--- src/rtl/fadd_sched_pkg.sv ---
// rtl/fadd_sched_pkg.sv - shared constants, FSM state type and tag width helper (FADD_SCHED_RR_EN selects arbitration)
package fadd_sched_pkg;

    localparam int FP_W = 32;

    typedef enum logic [1:0] {
        IDLE = 2'd0,
        EXEC = 2'd1,
        RESP = 2'd2
    } state_t;

    // Width needed to hold a requester index; never narrower than one bit.
    function automatic int tag_w(input int n);
        return (n <= 1) ? 1 : $clog2(n);
    endfunction

endpackage

--- src/rtl/fadd_rr_arb.sv ---
// rtl/fadd_rr_arb.sv - requester arbiter, round-robin under FADD_SCHED_RR_EN, fixed priority otherwise
module fadd_rr_arb #(
    parameter int NREQ = 4,
    parameter int TW   = 2
) (
    input  logic            clk,
    input  logic            rst_n,
    input  logic [NREQ-1:0] req_valid,
    input  logic            accept,
    output logic [TW-1:0]   grant,
    output logic            grant_any
);

`ifdef FADD_SCHED_RR_EN
    logic [TW-1:0] ptr;

    // Remember the last winner so the search resumes just after it.
    always_ff @(posedge clk or negedge rst_n) begin
        if (!rst_n) begin
            ptr <= TW'(NREQ - 1);
        end else if (accept) begin
            ptr <= grant;
        end
    end

    // Walk from ptr+1 around the ring; the nearest pending requester wins.
    always_comb begin
        grant     = '0;
        grant_any = |req_valid;
        for (int i = NREQ; i >= 1; i--) begin
            if (req_valid[(int'(ptr) + i) % NREQ]) begin
                grant = TW'((int'(ptr) + i) % NREQ);
            end
        end
    end
`else
    logic unused_ok;
    assign unused_ok = ^{clk, rst_n, accept};

    // Lowest pending index wins.
    always_comb begin
        grant     = '0;
        grant_any = |req_valid;
        for (int i = NREQ - 1; i >= 0; i--) begin
            if (req_valid[i]) begin
                grant = TW'(i);
            end
        end
    end
`endif

endmodule

--- src/rtl/fadd_scheduler.sv ---
// rtl/fadd_scheduler.sv - shares one FP adder among NREQ requesters (FADD_SCHED_RR_EN enables round-robin)
module fadd_scheduler
    import fadd_sched_pkg::*;
#(
    parameter int NREQ = 4,
    parameter int LAT  = 1
) (
    input  logic                 clk,
    input  logic                 rst_n,
    input  logic [NREQ-1:0]      req_valid,
    input  logic [NREQ*FP_W-1:0] req_a,
    input  logic [NREQ*FP_W-1:0] req_b,
    output logic [NREQ-1:0]      req_ready,
    output logic [NREQ-1:0]      resp_valid,
    input  logic [NREQ-1:0]      resp_ready,
    output logic [FP_W-1:0]      resp_data,
    output logic                 resp_flag,
    output logic                 add_en,
    output logic [FP_W-1:0]      add_a,
    output logic [FP_W-1:0]      add_b,
    input  logic [FP_W-1:0]      add_out,
    input  logic                 add_flag,
    output logic                 busy
);

    localparam int TW = tag_w(NREQ);
    localparam int CW = $clog2(LAT + 1);

    state_t        state;
    logic [CW-1:0] cnt;
    logic [TW-1:0] tag;
    logic [TW-1:0] grant;
    logic          grant_any;
    logic          accept;

    assign accept = (state == IDLE) && grant_any;

    fadd_rr_arb #(
        .NREQ (NREQ),
        .TW   (TW)
    ) u_arb (
        .clk       (clk),
        .rst_n     (rst_n),
        .req_valid (req_valid),
        .accept    (accept),
        .grant     (grant),
        .grant_any (grant_any)
    );

    // Accept strobe is shown in the IDLE cycle itself so the requester can drop on the same edge the operands are latched.
    always_comb begin
        req_ready = '0;
        if (rst_n && accept) begin
            req_ready = NREQ'(1) << grant;
        end
    end

    // Operation sequencer: accept, hold the adder for LAT cycles, then present the result until consumed.
    always_ff @(posedge clk or negedge rst_n) begin
        if (!rst_n) begin
            state      <= IDLE;
            cnt        <= '0;
            tag        <= '0;
            add_en     <= 1'b0;
            add_a      <= '0;
            add_b      <= '0;
            resp_valid <= '0;
            resp_data  <= '0;
            resp_flag  <= 1'b0;
            busy       <= 1'b0;
        end else begin
            case (state)
                IDLE: begin
                    if (grant_any) begin
                        add_a  <= req_a[int'(grant)*FP_W +: FP_W];
                        add_b  <= req_b[int'(grant)*FP_W +: FP_W];
                        tag    <= grant;
                        cnt    <= '0;
                        add_en <= 1'b1;
                        busy   <= 1'b1;
                        state  <= EXEC;
                    end
                end
                EXEC: begin
                    cnt <= cnt + CW'(1);
                    if (cnt == CW'(LAT - 1)) begin
                        add_en     <= 1'b0;
                        resp_data  <= add_out;
                        resp_flag  <= add_flag;
                        resp_valid <= NREQ'(1) << tag;
                        state      <= RESP;
                    end
                end
                RESP: begin
                    if (resp_ready[tag]) begin
                        resp_valid <= '0;
                        busy       <= 1'b0;
                        state      <= IDLE;
                    end
                end
                default: begin
                    state <= IDLE;
                end
            endcase
        end
    end

endmodule

--- config.mk ---
export PLATFORM = sky130hd
export DESIGN_NAME = fadd_scheduler
export DESIGN_NICKNAME = d
export VERILOG_FILES = /design/src/rtl/fadd_sched_pkg.sv /design/src/rtl/fadd_rr_arb.sv /design/src/rtl/fadd_scheduler.sv
export SDC_FILE = /design/constraint.sdc
export NUM_CORES = 1
export LEC_CHECK = 0
export ABC_AREA = 1
export CAP_MARGIN = 30
export CORE_AREA = 2 2 157 159
export CTS_CLUSTER_DIAMETER = 40
export DETAILED_ROUTE_END_ITERATION = 10
export DIE_AREA = 0 0 159 161
export PLACE_DENSITY = 0.62
export SETUP_SLACK_MARGIN = 0.05
export SLEW_MARGIN = 20
export SYNTH_ARGS = -nofsm -noshare
export SYNTH_HDL_FRONTEND = slang
export SYNTH_SLANG_ARGS = --single-unit
--- constraint.sdc ---
create_clock -name clk -period 2 [get_ports clk]
set_input_delay 0.2 -clock clk [delete_from_list [all_inputs] [get_ports clk]]
set_output_delay 0.2 -clock clk [all_outputs]
set_load 0.05 [all_outputs]
==> results of run 1 <==
-- critical path: stages --
cell             delay (ns)
clkdlybuf4s50_1        0.44
inv_2                  0.09
nand2_1                0.09
buf_4                  0.15
nand2_4                0.12
inv_1                  0.09
nor3_1                 0.22
buf_4                  0.16
buf_12                 0.13
-- power by group through the flow --
stage,clock (mW),sequential (mW),combinational (mW)
floorplan,0,7.45,2.66
global placement,0,3.89,9.95
detailed placement,0,3.94,10.0
CTS,1.84,3.91,10.1
global route,1.91,4.05,10.7
finish,1.79,3.91,9.98
-- state kept, by name, summed over array words and instances, names as in the netlist --
register and flops:
cnt 1, tag 2, resp_flag 1, state 2, add_en 1, resp_valid 4
resp_data 32, add_a 32, add_b 32, busy 1
-- per-layer routing --
layer	vias to the layer above	GRT usage, %	wire [um]
li1	4107	-	-
met1	3837	27.90	12160
met4	0	5.372	507
met2	335	38.77	14230
met5	-	0	0
met3	29	5.829	2318
-- metrics by stage --
stage,hold WS [ns],instances
3_5_place_dp,0.3943,1736
6_report,-0.02757,1753
3_3_place_gp,0.3999,1736
2_1_floorplan,-0.09559,1057
4_1_cts,0.005594,1753
5_1_grt,0.01903,1753
-- area by class of cell --
type | count | area share, %
repair buffers | 440 | 38.60
inverters | 80 | 2.585
clock buffers | 10 | 1.971
clock inverters | 6 | 0.4847
flip-flops and latches | 108 | 23.27
multi-input cells | 785 | 29.60
well taps | 324 | 3.490
-- kinds of logic (layout without fill, tap and decap cells) --
logic type / count (synthesis) / in the layout / share of synthesized area, %
and+or+nand+nor: 777 / 777 / 49.34
DFF: 108 / 108 / 39.87
AOI/OAI and AO/OA: 8 / 8 / 0.7936
buffers and inverters: 164 / 536 / 10.00
-- final timing paths --
path	slack, ns	to
hold / removal	-0.03	resp_valid[3]
setup reg to reg	0.38	add_b[7]
max in group asynchronous	1.57	add_b[28]
setup / recovery	0.11	req_ready[1]
min in group clk	0.38	resp_data[17]
hold reg to reg	0.47	resp_data[7]
-- layout by cell type (no fill, tap or decap), drive strengths merged --
cell / instances
nor3: 4
inv: 82
dfrtp: 108
clkbuf: 10
o21ai: 5
a21oi: 2
nand2: 308
buf: 42
clkinvlp: 1
nand4: 65
clkdlybuf4s50: 398
clkinv: 3
o21a: 1
nand3: 204
nor2: 196
-- timing repair --
action	CTS	global route
hold buffers	0	0
endpoints found under the hold margin	0	0
setup buffers	1	0
resized for setup	3	3
pin swaps	0	0
endpoints found under the setup margin	4	3
==> flow_summary_export.csv, run 1 <==
group,metric,value,unit
synth,synth-edff-count,0,
timing,setup-violations-final,0,
cts,cts_buffer_depth,2,
synth,yosys_warnings,0,
cells_and_area,postLayoutCellArea,0.01162,mm2
drt,vias_per_cell,4.739,
synth,synth_most_common_cell,"nand2_1",
placed_design,pre_cts_slack,-0.03856,ns
setup_path,cp.required,1.80,ns
synth,synth_cells,1057,
timing,rsz0062_at_grt,"no",
cells_and_area,final_nets,1723,
timing,fin_crit_sh,94.27,%
cts,clock-root-buffer,"clkbuf_16",
drt,first_pass_iters,5,
synth,ys_ff_latch,108,
setup_path,crit_start,"req_valid[3]",
drt,drt_iter0_markers,379,
die,row_count,57,
pwr,netSwitchingFraction,51.56,%
cts,cts_buffers,9,
timing,fmax,530.4,MHz
timing,tns,0,ns
cts,clock_latency,0.36,ns
die,dieArea,0.02560,mm2
cells_and_area,num_antenna_cells,0,
pwr,clkPwrFrac,11.4,%
synth,synth_nets,1356,
global_routing,grt_pass1_wl,45400,um
timing,slew_violations,0,
global_routing,grt_antenna_before_repair,0,
placed_design,hpwl,21990,um
setup_path,worstPathMaxFanout,9,
setup_path,path_class,"in -> out",
timing,relSlewSlack,59.75,%
drt,wl,29220,um
setup_path,end_kind,"output pin",
setup_path,reg2reg_depth,9,
placed_design,placed_area,0.01131,mm2
drt,wire_per_inst,16.67,um
synth,synth_top_flop_cell,"dfrtp_1",
die,die_w,159,um
synth,ys_top_cells_by_count,"nand2_1 (308), nand3_1 (204), nor2_1 (194)",
outcome,violations,"negative hold slack",
drt,num_vias,8308,
pwr,combPwrFrac,63.7,%
timing,fin_crit,1.885,ns
timing,fin_ws,0.1145,ns
pwr,p_int,7.594,mW
global_routing,grt-ovfl-total,0,
cts,cts_sinks,108,
synth,synth_top_cells_by_area,"dfrtp_1 (40%), nand2_1 (17%), nand3_1 (15%)",
drt,drc,0,
synth,synth_top_area_share,39.87,%
synth,synth_area_per_cell,6.413,um2
placed_design,port_buffers,405,
synth,async_flop_share,100.0,%
synth,ys_types,17,
cts,cts_tree,"built",
setup_path,worst_setup_path_start_kind,"input port",
cts,path_clk_slew,0.08,ns
cts,h-tree-depth,3,
cells_and_area,utilization,48.48,%
timing,clock-skew-final,0.01568,ns
die,start_util,28.29,%
die,die_h,161,um
die,core,0.02396,mm2
cells_and_area,area_delta_synth_final,71.35,%
synth,synth_area_leader_cell,"dfrtp_1",
placed_design,gp_congestion,0.8283,
flow_run,drv_cap,0,
pwr,power.share.sequential,24.9,%
setup_path,crit_arrival,1.69,ns
pwr,ir_drop,0.0007453,V
cells_and_area,fill_cells,2513,
timing,hold_viol,31,
die,io_pins,406,
synth,seq_area_frac_synth,39.87,%
global_routing,grt_max_degree,109,
setup_path,r2r_start,"state[0]",
pwr,power.total,15.68,mW
synth,syn-cell-area,0.006779,mm2
pwr,p_per_area,1350,mW/mm2
pwr,p_sw,8.082,mW
outcome,status,"complete, but fails checks",
global_routing,grt.total_usage,22.36,%
cells_and_area,multiInputGateArea,0.003438,mm2
cells_and_area,ff_latch_area,0.002703,mm2
timing,worst_slew_pin_slew,0.6037,ns
pwr,leakage,5.364,nW
drt,ant_nets,0,
global_routing,grt_pass1_vias,8032,
timing,hold_ws,-0.02757,ns
cells_and_area,drive_gt1_share,5.108,%
hold_path,hp-class,"in -> async",
Note: power is estimated with default switching activity, not from simulation.
==> run 2, diff against run 1 <==
CORE_AREA = 2 2 156 158   (was 2 2 157 159)
DIE_AREA = 0 0 158 160   (was 0 0 159 161)
==> flow_summary_export.csv, run 2 (same netlist as run 1, synthesis figures left out) <==
group,metric,value,unit
drt,wl,29070,um
timing,slew_violations,0,
drt,ant_nets,0,
placed_design,pre_cts_slack,-0.03363,ns
drt,met2RoutedLength,13750,um
drt,num_vias,8282,
setup_path,end_kind,"output pin",
placed_design,hpwl,21190,um
drt,first_pass_iters,5,
setup_path,cp.required,1.80,ns
drt,wire_per_inst,16.60,um
cells_and_area,final_common_cell,"clkdlybuf4s50_1",
drt,wl_met1,12110,um
setup_path,path_cells,"clkdlybuf4s50_1 -> inv_1 -> nand2_2 -> inv_2 -> a21oi_4 -> nand2_4 -> nor3_1 -> buf_4 -> buf_12",
timing,hold_viol,0,
setup_path,crit_family,"buffers and inverters",
setup_path,crit_arrival,1.68,ns
die,io_pins,406,
cells_and_area,final_cell_mix,"clkdlybuf4s50_1 (399), nand2_1 (302), nand3_1 (204), nor2_1 (193), dfrtp_1 (108)",
flow_run,drv_cap,0,
cts,h-tree-depth,3,
cts,cts_buffers,9,
pwr,leakage,5.369,nW
drt,wl_met3,2507,um
timing,fin_ws,0.1152,ns
hold_path,hp-class,"in -> reg",
timing,fmax,530.6,MHz
die,core,0.02382,mm2
die,dieArea,0.02528,mm2
cts,clock-root-buffer,"clkbuf_16",
global_routing,grt_max_degree,109,
timing,worst_slew_pin_slew,0.6303,ns
drt,drt_iter0_markers,374,
pwr,ir_drop,0.0007262,V
global_routing,grt_antenna_before_repair,3,
cells_and_area,area_delta_synth_final,71.63,%
die,die_h,160,um
setup_path,worst_setup_path_start_kind,"input port",
drt,drc,0,
outcome,status,"finished clean",
die,die_w,158,um
setup_path,crit_buf_inv,5,
pwr,power.total,15.78,mW
drt,top_layer,"met5",
cells_and_area,reg.largest.list,"add_a x32, add_b x32, resp_data x32",
cts,cts_tree,"built",
cts,path_clk_slew,0.09,ns
global_routing,grt.total_usage,22.50,%
cts,cts_sinks,108,
setup_path,slowest_delay,0.47,ns
cts,cts_buffer_depth,2,
die,row_count,57,
placed_design,port_buffers,405,
pwr,p_per_area,1357,mW/mm2
setup_path,worstPathMaxFanout,4,
cells_and_area,final_nets,1719,
timing,clock-skew-final,0.01060,ns
global_routing,grt_pass1_vias,7932,
timing,fin_crit_sh,94.24,%
timing,setup-violations-final,0,
timing,relSlewSlack,57.98,%
setup_path,r2r_slack,0.28,ns
setup_path,path_class,"in -> out",
die,start_util,28.46,%
cells_and_area,drive_gt1_share,4.772,%
placed_design,gp_congestion,0.8244,
global_routing,grt_pass1_wl,44000,um
timing,fin_crit,1.885,ns
cts,clock_latency,0.36,ns
drt,vias_per_cell,4.730,
timing,rsz0062_at_grt,"yes",
global_routing,grt-ovfl-total,0,
setup_path,slowest_stage,"clkdlybuf4s50_1",
[run 2: layer usage]
layer	global-route usage (%)	up-vias
met5	0	-
li1	-	4111
met3	6.730	46
met1	27.43	3783
met4	6.634	2
met2	38.18	340
[run 2: per-stage QoR]
stage	instance area [um2]	utilization (%)	instances	TNS [ns]	hold WS (ns)
6_report	11630	48.84	1751	0	0.3740
5_1_grt	11630	48.83	1750	-0.0007920	0.3839
4_1_cts	11590	48.68	1748	0	0.3603
3_5_place_dp	11270	47.29	1730	-0.05576	0.3576
3_3_place_gp	11270	47.29	1730	-0.01769	0.3548
2_1_floorplan	6779	-	1057	-0.8578	-0.09559
[run 2: where the power goes]
part,switching [mW],internal [mW],leakage (nW)
combinational,6.57,3.45,3.96
sequential,0.573,3.28,1.26
clock,0.914,0.991,0.143
[run 2: worst register-to-register path, delay by kind of cell (launching register included)]
kind	cells	cell delay [ns]
AND/OR/NAND/NOR	4	0.35
AO/OA/AOI/OAI	1	0.23
flip-flops	1	0.38
buffers and inverters	4	0.68
[run 2: timing repair]
| item | CTS | global route |
|---|---|---|
| hold buffers | 1 | 0 |
| setup buffers | 1 | 1 |
| setup endpoints to repair | 4 | 4 |
| endpoints found under the hold margin | 90 | 0 |
| pin swaps | 0 | 3 |
| resized for setup | 3 | 7 |
[run 2: final cells by class]
type / count / area, um2
diodes: 2 / 5.005
clock buffers: 10 / 229.0
clock inverters: 6 / 72.57
fillers: 2518 / 12190
inverters: 80 / 300.3
multi-input cells: 785 / 3457
flip-flops and latches: 108 / 2703
well taps: 324 / 405.4
repair buffers: 436 / 4463
[run 2: worst paths after layout]
kind                                     from            end  cells after the start
worst max-delay path             req_valid[3]   req_ready[1]                      9
worst min-delay path              add_out[10]  resp_data[10]                      3
worst max register to register       state[1]       add_b[2]                      9
worst min register to register  resp_data[31]  resp_data[31]                      2
max in group asynchronous               rst_n      add_b[23]                      3
min in group asynchronous               rst_n  resp_data[22]                      3
==> run 3, diff against run 2 <==
CAP_MARGIN = not set   (was 30)
==> results of run 3 <==
Final layout, timing and power as in run 2 (identical DEF).
